<file path="config.mk">
export PLATFORM = sky130hd
export DESIGN_NAME = ftdi_fifo_bridge
export DESIGN_NICKNAME = d
export VERILOG_FILES = /design/src/rtl/ftdi_fifo_bridge.sv
export SDC_FILE = /design/constraint.sdc
export NUM_CORES = 1
export LEC_CHECK = 0
export ABC_AREA = 1
export CAP_MARGIN = 25
export CELL_PAD_IN_SITES_DETAIL_PLACEMENT = 1
export CELL_PAD_IN_SITES_GLOBAL_PLACEMENT = 2
export CORE_MARGIN = 5
export CORE_UTILIZATION = 46
export CTS_BUF_LIST = sky130_fd_sc_hd__clkbuf_4
export DETAILED_ROUTE_END_ITERATION = 10
export PLACE_DENSITY_LB_ADDON = 0.1
export REMOVE_ABC_BUFFERS = 1
export SETUP_SLACK_MARGIN = 0.4
export SLEW_MARGIN = 20
export SYNTH_ARGS = -nofsm -noshare
export SYNTH_HDL_FRONTEND = slang
export SYNTH_SLANG_ARGS = --single-unit
export TNS_END_PERCENT = 10
</file>
<file path="constraint.sdc">
create_clock -name clock_in -period 7.15 [get_ports clock_in]
set_input_delay 1.43 -clock clock_in [delete_from_list [all_inputs] [get_ports clock_in]]
set_output_delay 1.43 -clock clock_in [all_outputs]
set_load 0.02 [all_outputs]
</file>
<file path="src/rtl/ftdi_fifo_bridge.sv">
// Bridge between the FTDI 245 interface block and user logic: an RX FIFO filled over
// the rx_rq/rx_st four-phase handshake, and a TX FIFO drained over tx_rq/tx_st.
// User logic sees plain valid/ready byte streams plus occupancy counts.
module ftdi_fifo_bridge #(
  parameter int unsigned DEPTH_LOG2 = 4,
  parameter int unsigned TX_GAP     = 2
) (
  input  logic                  clock_in,
  input  logic                  reset,
  input  logic [7:0]            rx_data,
  input  logic                  rx_rq,
  output logic                  rx_st,
  output logic [7:0]            tx_data,
  output logic                  tx_rq,
  input  logic                  tx_st,
  output logic [7:0]            user_rx_data,
  output logic                  user_rx_valid,
  input  logic                  user_rx_ready,
  input  logic [7:0]            user_tx_data,
  input  logic                  user_tx_valid,
  output logic                  user_tx_ready,
  output logic [DEPTH_LOG2:0]   rx_count,
  output logic [DEPTH_LOG2:0]   tx_count
);

  localparam int unsigned Depth = 1 << DEPTH_LOG2;
  localparam int unsigned CntW  = DEPTH_LOG2 + 1;
  localparam int unsigned GapW  = $clog2(TX_GAP + 1) + 1;
  localparam logic [CntW-1:0] Full = CntW'(Depth);

  typedef enum logic [0:0] {RxIdle, RxWait} rx_state_e;
  typedef enum logic [1:0] {TxIdle, TxReq, TxWait, TxHold} tx_state_e;

  rx_state_e rx_state_q;
  tx_state_e tx_state_q;

  logic [7:0]            rx_mem [Depth];
  logic [7:0]            tx_mem [Depth];
  logic [DEPTH_LOG2-1:0] rx_wptr_q, rx_rptr_q, tx_wptr_q, tx_rptr_q;
  logic [CntW-1:0]       rx_count_q, tx_count_q;
  logic [GapW-1:0]       gap_q;

  logic rx_push, rx_pop, tx_push, tx_pop;

  // Push/pop decisions use only registered occupancy, so a same-cycle pop never frees
  // a slot for a same-cycle push.
  assign rx_push = (rx_state_q == RxIdle) && rx_rq && (rx_count_q != Full);
  assign rx_pop  = user_rx_ready && (rx_count_q != '0);
  assign tx_push = user_tx_valid && (tx_count_q != Full);
  assign tx_pop  = (tx_state_q == TxIdle) && (tx_count_q != '0);

  assign user_rx_data  = rx_mem[rx_rptr_q];
  assign user_rx_valid = (rx_count_q != '0);
  assign user_tx_ready = (tx_count_q != Full);
  assign rx_count      = rx_count_q;
  assign tx_count      = tx_count_q;

  // FIFO storage; contents need no reset since occupancy gates every read.
  always_ff @(posedge clock_in) begin
    if (rx_push) rx_mem[rx_wptr_q] <= rx_data;
    if (tx_push) tx_mem[tx_wptr_q] <= user_tx_data;
  end

  // RX FIFO pointers and occupancy.
  always_ff @(posedge clock_in or posedge reset) begin
    if (reset) begin
      rx_wptr_q  <= '0;
      rx_rptr_q  <= '0;
      rx_count_q <= '0;
    end else begin
      if (rx_push) rx_wptr_q <= rx_wptr_q + 1'b1;
      if (rx_pop)  rx_rptr_q <= rx_rptr_q + 1'b1;
      if (rx_push && !rx_pop)      rx_count_q <= rx_count_q + 1'b1;
      else if (!rx_push && rx_pop) rx_count_q <= rx_count_q - 1'b1;
    end
  end

  // TX FIFO pointers and occupancy.
  always_ff @(posedge clock_in or posedge reset) begin
    if (reset) begin
      tx_wptr_q  <= '0;
      tx_rptr_q  <= '0;
      tx_count_q <= '0;
    end else begin
      if (tx_push) tx_wptr_q <= tx_wptr_q + 1'b1;
      if (tx_pop)  tx_rptr_q <= tx_rptr_q + 1'b1;
      if (tx_push && !tx_pop)      tx_count_q <= tx_count_q + 1'b1;
      else if (!tx_push && tx_pop) tx_count_q <= tx_count_q - 1'b1;
    end
  end

  // RX handshake: acknowledge one byte per rx_rq assertion, hold until rx_rq drops.
  always_ff @(posedge clock_in or posedge reset) begin
    if (reset) begin
      rx_state_q <= RxIdle;
      rx_st      <= 1'b0;
    end else begin
      unique case (rx_state_q)
        RxIdle: begin
          if (rx_push) begin
            rx_st      <= 1'b1;
            rx_state_q <= RxWait;
          end
        end
        RxWait: begin
          if (!rx_rq) begin
            rx_st      <= 1'b0;
            rx_state_q <= RxIdle;
          end
        end
        default: rx_state_q <= RxIdle;
      endcase
    end
  end

  // TX handshake: present head byte, wait for capture and release, then enforce a
  // low gap on tx_rq so the FTDI block sees it idle before the next request.
  always_ff @(posedge clock_in or posedge reset) begin
    if (reset) begin
      tx_state_q <= TxIdle;
      tx_rq      <= 1'b0;
      tx_data    <= 8'h00;
      gap_q      <= '0;
    end else begin
      unique case (tx_state_q)
        TxIdle: begin
          if (tx_pop) begin
            tx_data    <= tx_mem[tx_rptr_q];
            tx_rq      <= 1'b1;
            tx_state_q <= TxReq;
          end
        end
        TxReq: begin
          if (tx_st) begin
            tx_rq      <= 1'b0;
            tx_state_q <= TxWait;
          end
        end
        TxWait: begin
          if (!tx_st) begin
            gap_q      <= GapW'(TX_GAP);
            tx_state_q <= TxHold;
          end
        end
        TxHold: begin
          if (gap_q == '0) tx_state_q <= TxIdle;
          else             gap_q      <= gap_q - 1'b1;
        end
        default: tx_state_q <= TxIdle;
      endcase
    end
  end

endmodule

</file>
* Word-level counts from Yosys, hierarchy flattened *
Memory sizes are Yosys's and may differ from the RTL's. A register that Yosys moved wholly into a read port is not among the register bits.
Cells that the tools add are included.

word-level totals
  bits in writable memories = 256
  memories = 2
  output and inout port bits = 30
  register bits = 34
  logic and storage cells = 85

cells by class
  equality and inequality tests = 12
  muxes and demuxes = 24
  bitwise logic cells = 1
  add/subtract/negate cells = 9
  reduce and logical (&&, ||, !) cells = 26

memory list
  name    words  bits a word  rd ports  clocked after Yosys merged registers in  wr ports  line  text
  rx_mem  16     8            1         0                                        1         37    logic [7:0] rx_mem [Depth];
  tx_mem  16     8            1         1                                        1         38    logic [7:0] tx_mem [Depth];

operators with widths
  operator             number
  $mux 5               4
  $add 4x1->4 const B  4
  $ne 2x2->1 const B   7
  $add 5x1->5 const B  2
  $ne 5x5->1 const B   2
  $reduce_bool 5->1    2
  $sub 5x1->5 const B  2
  $logic_and 1x1->1    9
  $mux 1               9
  $mux 2               4
  $pmux 2 s4           1
  $reduce_bool 2->1    4
  $mux 3               2
  $pmux 1 s2           3
  $pmux 3 s2           1
  $reduce_and 3->1     2
  $eq 2x2->1 const B   2
  $logic_not 1->1      4
  $reduce_and 2->1     2
  $reduce_and 4->1     1
  $logic_not 3->1      1
  $sub 3x1->3 const B  1
  $eq 2x1->1 const B   1
  $logic_not 2->1      1
  $not 1->1            1

* Depth between registers and ports, before layout *
Gate-level depths: netlist (run 1).

  depth in word-level cells = 7
  gate-level depth with buffers = 13
  depth with buffers taken out = 13

* Least setup slack after synthesis (run 1) *
OpenSTA, ideal clock, no wires.

  kind = input to register
  start point = in user_tx_valid
  end point = reg tx_count_q[4], in the netlist tx_count[4]
  setup slack = 4.142 ns
  stages on the path = 11
  path buffers = 0
  required time = 7.029 ns
  arrival time = 2.886 ns
  library setup time = 0.121 ns
  cell sequence = nand2_1 inv_1 ha_1 inv_1 ha_1 a21oi_1 o21ai_0 a21oi_1 o21ai_0 nand2_1 nand2_1

on the way
  longest elaborated chain between the ends = 4
  elaborated cells on any way between the ends = 6

ends and longest elaborated chain
  item                                line  text
  start: declaration                  20    input logic user_tx_valid,
  $logic_and 1x1->1 (*)               49    assign tx_push = user_tx_valid && (tx_count_q != Full);
  named net tx_push                   43    logic rx_push, rx_pop, tx_push, tx_pop;
  $logic_not 1->1                     88    else if (!tx_push && tx_pop) tx_count_q <= tx_count_q - 1'b1;
  $logic_and 1x1->1                   88
  $reduce_bool 2->1 (no source line)  n/a
  end signal: assignment              87    if (tx_push && !tx_pop) tx_count_q <= tx_count_q + 1'b1;
  end signal: assignment              88
  end: declaration                    40    logic [CntW-1:0] rx_count_q, tx_count_q;

The timed path passes the listed nets; every way through them passes the cells marked *.
A chain may end at the register's enable or synchronous reset.

* Worst setup path after layout (run 1) *
  start point = reg rx_rptr_q[0]
  end point = out user_rx_data[4]

on the way
  longest elaborated chain between the ends = 1

ends and longest elaborated chain
  item                      line  text
  start: declaration        39    logic [DEPTH_LOG2-1:0] rx_wptr_q, rx_rptr_q, tx_wptr_q, tx_rptr_q;
  start signal: assignment  72    if (rx_pop) rx_rptr_q <= rx_rptr_q + 1'b1;
  $mem_v2 16x8              n/a
  end: declaration          16    output logic [7:0] user_rx_data,

No other way between the ends.

==> results by group, run 1 <==
Floorplanning
  – Die width: about 180 microns
  – Row cnt: 61
  – Initial Utilization: a little under half
  – Die Ht: 178 microns
  – Boundary Pins: 52
  – Core box area: around 0.028 sq mm
  – Die area: 0.0318 sq mm

Timing
  – Final worst clock skew: 63.8 ps
  – Pins over their slew limit: 0
  – Slew headroom: between 20% and 30%
  – Max Clock Freq: slightly above 200 MHz
  – Fin Setup TNS: 0 ps
  – Slew @ Worst Pin: between 1000 and 1500 ps
  – Final Hold Vio Count: 0
  – Unrepaired setup endpoints after global routing: no
  – Final setup violation count: 0
  – Worst Slack Setup Final: between 2000 and 2500 ps
  – Period utilisation layout: 68.5%
  – Min cycle time layout: 4900 ps

Routing
  – Via count: roughly 9000
  – Via density: ~5.2
  – Post-DRT Antenna Nets: 0
  – Final routed DRC violation total: 0
  – Avg WL per Cell: 19.0 microns
  – Router iterations before antenna repair: 5
  – DR iter-0 viols: 559
  – Final WL: ~33000 microns

Layout
  – Area grow syn2layout: 15.3%
  – Finished Layout Cells: around 1700
  – Layout cells sized above 1: between 10% and 20%
  – Filler cells: slightly above 3000
  – NumNets Final: 1346

CTS
  – Number of clock sinks: a little under 300
  – Clk_lat worst skew: 710 ps
  – # Post-CTS Setup Buffers: 0
  – Root buffer cell: clkbuf_4
  – Post-CTS Resized: 0
  – CTS tree: done
  – Reg clk slew, reported paths: ~70 ps
  – Clk buf depth: 3
  – Htree depth: 3
  – Hold buffers post-CTS: 0
  – CTS Buf Count: 80

Critical path
  – Crit end category: primary output
  – Reg2Reg Setup Slack: ~3700 ps
  – R2R depth: 13
  – Worst Path Max Fanout: 45
  – Worst Setup EP: user_rx_data[4]
  – WP data required: roughly 5700 ps
  – WP data arrival: between 3000 and 4000 ps
  – Reg2reg start: rx_count[0]$_DFFE_PP0P_
  – RR Endpoint: rx_count[4]$_DFFE_PP0P_
  – CP startpoint: rx_rptr_q[0]$_DFFE_PP0P_
  – Critical path startpoint category: register
  – Setup CP Type: reg -> out

Flow run
  – Max cap viols: 0

Pwr
  – Power Dens Cells: between 400 and 500 mW/mm^2
  – Maximum VDD drop: a little under 0.2 mV
  – LEAKAGE: approximately 6.0 nW

Logic synthesis
  – Register area share after synthesis: about two thirds
  – Cell area after synthesis: approximately 0.013 sq mm
  – Post-Syn Area per Cell: 10.9 sq um
  – Post-synth top area share: between 50% and 60%
  – Post-Syn Instances: around 1200
  – Synth unique cells: 27
  – #FFs+latches synth: about 300
  – Yosys top cell by area: edfxtp_1
  – Synth warnings: 0
  – Largest cells by area after synthesis: edfxtp_1 59%, dfrtp_1 8.1%, nand2_1 7.7%, nand3_1 4.7%, inv_1 4.1%

Placed design
  – Dpl hpwl: around 20000 microns
  – DP Cell Count: around 1600
  – Placer Congestion: 0.742
  – Dpl ws: roughly 2700 ps
  – Port bufs: 51

GRT
  – GRT Util Overall: 21.3%
  – Largest net degree at the start of global routing: between 60 and 70
  – Initial antenna violation count: 1
  – Total grt overflow: 0
  – Wire length of the first global-routing pass: 52000 microns
  – Vias in the first global route: between 9000 and 10000

Hold path
  – Worst hold path type: reg -> reg
  – Hold Crit Start: tx_data[4]$_DFFE_PP0P_
  – Cells on Worst Hold Path: 2

Status
  – Status: completed
==> Yosys cell counts <==
cell type,number
buf_2,30
nand2_1,266
buf_6,3
clkinv_1,2
nand4_1,2
ha_1,25
dfrtp_1,42
inv_1,143
o21ai_0,71
fa_1,2
xor2_1,11
buf_4,4
nor4_1,1
buf_8,1
nor3_1,28
o21ai_1,11
nor2_2,16
a21oi_1,10
nand3_1,121
o21ai_2,1
buf_1,3
nor2_1,94
o211ai_1,34
xnor2_1,5
clkbuf_1,16
inv_2,1
edfxtp_1,256
==> where the power goes <==
| part | internal, W | total (W) | switching, W |
|---|---|---|---|
| Sequential | 0.00212 | 0.00231 | 0.000188 |
| Clock | 0.000808 | 0.00152 | 0.000709 |
| Combinational | 0.000766 | 0.00230 | 0.00153 |
==> kinds of logic (layout without fill, tap and decap cells) <==
family / count (synthesis) / count (layout) / synth area share (%)
AO/OA/AOI/OAI: 127 / 127 / 5.56
XOR/XNOR: 16 / 16 / 1.08
adder cells (fa/ha/maj): 27 / 27 / 2.71
buffers and inverters: 203 / 362 / 6.52
flip-flops: 298 / 298 / 67.1
other: 0 / 1 / 0
AND/OR/NAND/NOR: 528 / 528 / 17.0
==> area by class of cell <==
cell class / instances / area [sq um] / share of cell area, %
Antenna cell: 1 / 2.50 / 0.0167
Clock buffer: 113 / 848 / 5.65
Clock inverter: 30 / 185 / 1.23
Inverter: 146 / 548 / 3.65
Multi-Input combinational cell: 698 / 3520 / 23.5
Sequential cell: 298 / 8740 / 58.2
Tap cell: 378 / 473 / 3.15
Timing Repair Buffer: 73 / 692 / 4.61
==> worst min path at each step <==
stage,end,slack (ps)
2_1_floorplan,tx_state_q[1]$_DFFE_PP0P_,490
3_3_place_gp,tx_data[0]$_DFFE_PP0P_,460
3_5_place_dp,tx_data[4]$_DFFE_PP0P_,470
4_1_cts,tx_data[2]$_DFFE_PP0P_,490
5_1_grt,tx_data[7]$_DFFE_PP0P_,520
6_report,tx_data[4]$_DFFE_PP0P_,480
==> sequential cells by signal, summed over array words and instances (netlist names) <==
| name | count |
|---|---|
| gap_q | 3 |
| rx_count | 5 |
| rx_mem | 128 |
| rx_rptr_q | 4 |
| rx_st | 1 |
| rx_state_q | 1 |
| rx_wptr_q | 4 |
| tx_count | 5 |
| tx_data | 8 |
| tx_mem | 128 |
| tx_rptr_q | 4 |
| tx_rq | 1 |
| tx_state_q | 2 |
| tx_wptr_q | 4 |
==> cells in the final DEF (no fill, tap or decap), types with 10 or more instances in the layout <==
cell	instances
clkbuf_4	113
dfrtp_1	39
ha_1	25
xor2_1	11
nor2_2	17
nor3_2	17
o211ai_1	34
nor3_1	11
nor2_1	93
buf_4	20
edfxtp_1	256
nand2_1	266
o21ai_0	71
o21ai_1	11
inv_1	141
clkdlybuf4s50_1	51
a21oi_1	10
nand3_1	121
clkinv_1	20
==> worst max-delay path, cell delays in order (launching register included) <==
cell and delay, ps:
dfrtp_2 430, inv_2 720, buf_4 430, nor2_2 50
nor2_1 100, o21ai_1 90, o211ai_1 160, nand3_1 100
nand2_1 100, clkdlybuf4s50_1 600
==> per-layer routing <==
metal / wire [microns] / track usage, %
met1: 15500 / 30.7
met2: 15400 / 33.1
met3: 1660 / 3.73
met4: 507 / 6.75
met5: 0 / 0
==> through the flow <==
| stage | hold WS, ps | utilization (%) | area, sq um | power (W) |
|---|---|---|---|---|
| final | 485 | 53.9 | 15000 | 0.00613 |
| after CTS | 490 | 53.8 | 15000 | 0.00620 |
| after floorplan | 491 | - | 12700 | 0.00373 |
| after global placement | 463 | 50.0 | 13900 | 0.00459 |
| after global routing | 521 | 53.9 | 15000 | 0.00657 |
| after detailed placement | 473 | 50.1 | 14000 | 0.00465 |
(Power assumes the default switching activity.)
==> run 2: changes to the inputs <==
--- a/config.mk
+++ b/config.mk
@@ -10,7 +10,7 @@
 export CELL_PAD_IN_SITES_DETAIL_PLACEMENT = 1
 export CELL_PAD_IN_SITES_GLOBAL_PLACEMENT = 2
 export CORE_MARGIN = 5
-export CORE_UTILIZATION = 46
+export CORE_UTILIZATION = 38
 export CTS_BUF_LIST = sky130_fd_sc_hd__clkbuf_4
 export DETAILED_ROUTE_END_ITERATION = 10
 export PLACE_DENSITY_LB_ADDON = 0.1
==> constraint.sdc (replaced) <==
create_clock -name clock_in -period 4.1 [get_ports clock_in]
set_input_delay 0.82 -clock clock_in [delete_from_list [all_inputs] [get_ports clock_in]]
set_output_delay 0.82 -clock clock_in [all_outputs]
set_load 0.02 [all_outputs]
==> run 2 against run 1 <==
Against the previous run: clock power increased by 80%; global-route usage is 3.6 points lower; flip-flop and latch count unchanged; sequential share of layout area is 1.1 points lower; combinational power rose by 79%; register-to-register slack worse by 2600 ps; largest power group is now combinational logic.
==> results by group, run 2 (synthesis results as in run 1) <==
Status
  – Status: completed

Placed design
  – Port bufs: between 50 and 60
  – Placed cell areas: roughly 0.014 sq mm
  – Placer Congestion: approximately 0.74
  – Dpl hpwl: just over 20000 microns

CTS
  – CTS tree: done
  – Htree depth: 3
  – Clk_lat worst skew: 760 ps
  – CTS Buf Count: 83
  – Root buffer cell: clkbuf_4
  – Number of clock sinks: ~300
  – Reg clk slew, reported paths: ~60 ps
  – Clk buf depth: 3
  – Hold buffers post-CTS: 0

Critical path
  – CP Buf/Inv Count: 3
  – Reg2reg start: tx_count[1]$_DFFE_PP0P_
  – Worst Path Max Fanout: 29
  – WP data required: 3280 ps
  – RR Endpoint: tx_count[4]$_DFFE_PP0P_
  – Reg2Reg Setup Slack: ~1200 ps
  – CP delay by family, top: buffers and inverters
  – Crit path largest cell delay: between 600 and 700 ps
  – WP data arrival: roughly 2800 ps
  – Crit end category: primary output
  – Cell chain of the critical path: inv_6 > buf_12 > nor2_2 > nor2_1 > o21ai_0 > o211ai_1 > nand3_1 > nand2_1 > clkdlybuf4s50_1
  – Critical path startpoint category: register
  – Setup CP Type: reg -> out
  – CP max stage cell: clkdlybuf4s50_1
  – R2R depth: 13

Layout
  – Cell area after layout: roughly 0.015 sq mm
  – Commonest non-fill, non-tap cell in the layout: nand2_1
  – Layout cells sized above 1: 14.8%
  – Biggest regs: rx_mem: 128 flops, tx_mem: 128 flops, tx_data: 8 flops
  – Most frequent cells in the layout: 266 x nand2_1, 256 x edfxtp_1, 141 x inv_1
  – Area grow syn2layout: 17.5%
  – NumNets Final: 1373

Routing
  – Final routed DRC violation total: 0
  – Via count: ~9000
  – DR iter-0 viols: about 460
  – Post-DRT Antenna Nets: 0
  – Router iterations before antenna repair: 5
  – Avg WL per Cell: approximately 18 microns
  – Final WL: ~34000 microns
  – Via density: 4.88

Pwr
  – Maximum VDD drop: between 0.3 and 0.4 mV
  – Combinational Power Share: a little under two fifths
  – P_sw: between 0.004 and 0.005 W
  – Register share of total power: between 30% and 40%
  – Cell Int Power: ~0.0066 W
  – Net Sw Frac: between 30% and 40%
  – Total power: 0.0108 W
  – Power Dens Cells: 708 mW/mm^2
  – Clock network fraction of total power: between 20% and 30%
  – LEAKAGE: slightly above 6 nW

Timing
  – Unrepaired setup endpoints after global routing: yes
  – Period utilisation layout: 89.4%
  – Slew @ Worst Pin: 796 ps
  – Slew headroom: between 40% and 50%
  – Final setup violation count: 0
  – Min cycle time layout: 3660 ps
  – Fin Setup TNS: 0 ps
  – Final worst clock skew: 41.4 ps
  – Pins over their slew limit: 0
  – Max Clock Freq: 273 MHz
  – Final Hold Vio Count: 0

GRT
  – Vias in the first global route: around 9400
  – Initial antenna violation count: 2
  – Total grt overflow: 0
  – Largest net degree at the start of global routing: around 70
  – Wire length of the first global-routing pass: 52800 microns
  – GRT Util Overall: between 10% and 20%

Floorplanning
  – Die Ht: approximately 200 microns
  – Initial Utilization: between 30% and 40%
  – Row cnt: 67
  – Boundary Pins: 52
  – Die area: 0.0381 sq mm
  – Die width: slightly below 200 microns
  – Core box area: 0.0337 sq mm

Flow run
  – Max cap viols: 0

Hold path
  – Worst hold path type: in -> async
==> run 2: cell count changes in the layout (fill, tap and decap cells not counted), sizes merged <==
cell / previous run / this run
clkinv: 26 / 14
clkbuf: 113 / 131
dlygate4sd2: 0 / 1
clkdlybuf4s50: 51 / 49
diode: 1 / 7
dlymetal6s2s: 0 / 1
bufinv: 2 / 1
buf: 22 / 46
==> run 2: layout make-up <==
| cell class | count | area, sq um |
|---|---|---|
| antenna | 7 | 17.5 |
| clock buffer | 131 | 983 |
| clock inverter | 17 | 93.8 |
| fill | 3756 | 18400 |
| inverter | 146 | 553 |
| multi-input combinational | 698 | 3430 |
| sequential | 298 | 8740 |
| tap | 448 | 561 |
| timing repair buffer | 97 | 918 |
==> run 2: worst reg2reg max path, delay by kind of cell (launching register included) <==
kind	cells	cell delay [ps]
AOI/OAI and AO/OA	4	600
adders and majority gates	2	580
buffers and inverters	2	380
DFF	1	450
and+or+nand+nor	5	820
==> run 2: metrics by stage <==
step / cells / utilization, % / worst slack [ps] / hold WS, ps
after CTS: 1835 / 45.4 / 353 / 380
final: 1842 / 45.4 / 436 / 442
after global placement: 1685 / 42.0 / 787 / 463
after global routing: 1842 / 45.4 / 179 / 395
after detailed placement: 1686 / 42.1 / 698 / 474
after floorplan: 1142 / - / 768 / 491
==> run 2: power groups by stage <==
stage | combinational (W) | sequential (W) | clock (W)
floorplan | 0.00222 | 0.00428 | 0
global placement | 0.00409 | 0.00405 | 0
detailed placement | 0.00416 | 0.00406 | 0
CTS | 0.00422 | 0.00399 | 0.00285
global route | 0.00461 | 0.00404 | 0.00304
finish | 0.00412 | 0.00398 | 0.00274
==> run 2: routing by layer <==
layer	track usage, %	vias up	wire length, microns
met5	0	-	0
met4	5.79	0	512
met3	4.12	49	1460
met2	26.9	162	15600
met1	25.2	4451	16100
li1	-	4336	-
==> run 2: what timing repair did <==
action                     4_1_cts  5_1_grt
setup buffers                    1        0
resized for setup                6        1
setup endpoints to repair        8        7
==> run 2: worst max-delay path by stage <==
stage	end	slack, ps	start	depth (start not counted)
2_1_floorplan	user_rx_data[0]	770	rx_rptr_q[0]$_DFFE_PP0P_	7
3_3_place_gp	tx_count[4]$_DFFE_PP0P_	790	user_tx_valid	12
3_5_place_dp	tx_count[4]$_DFFE_PP0P_	700	user_tx_valid	12
4_1_cts	user_rx_data[3]	350	rx_rptr_q[0]$_DFFE_PP0P_	9
5_1_grt	user_rx_data[0]	180	rx_rptr_q[0]$_DFFE_PP0P_	9
6_report	user_rx_data[2]	440	rx_rptr_q[0]$_DFFE_PP0P_	9
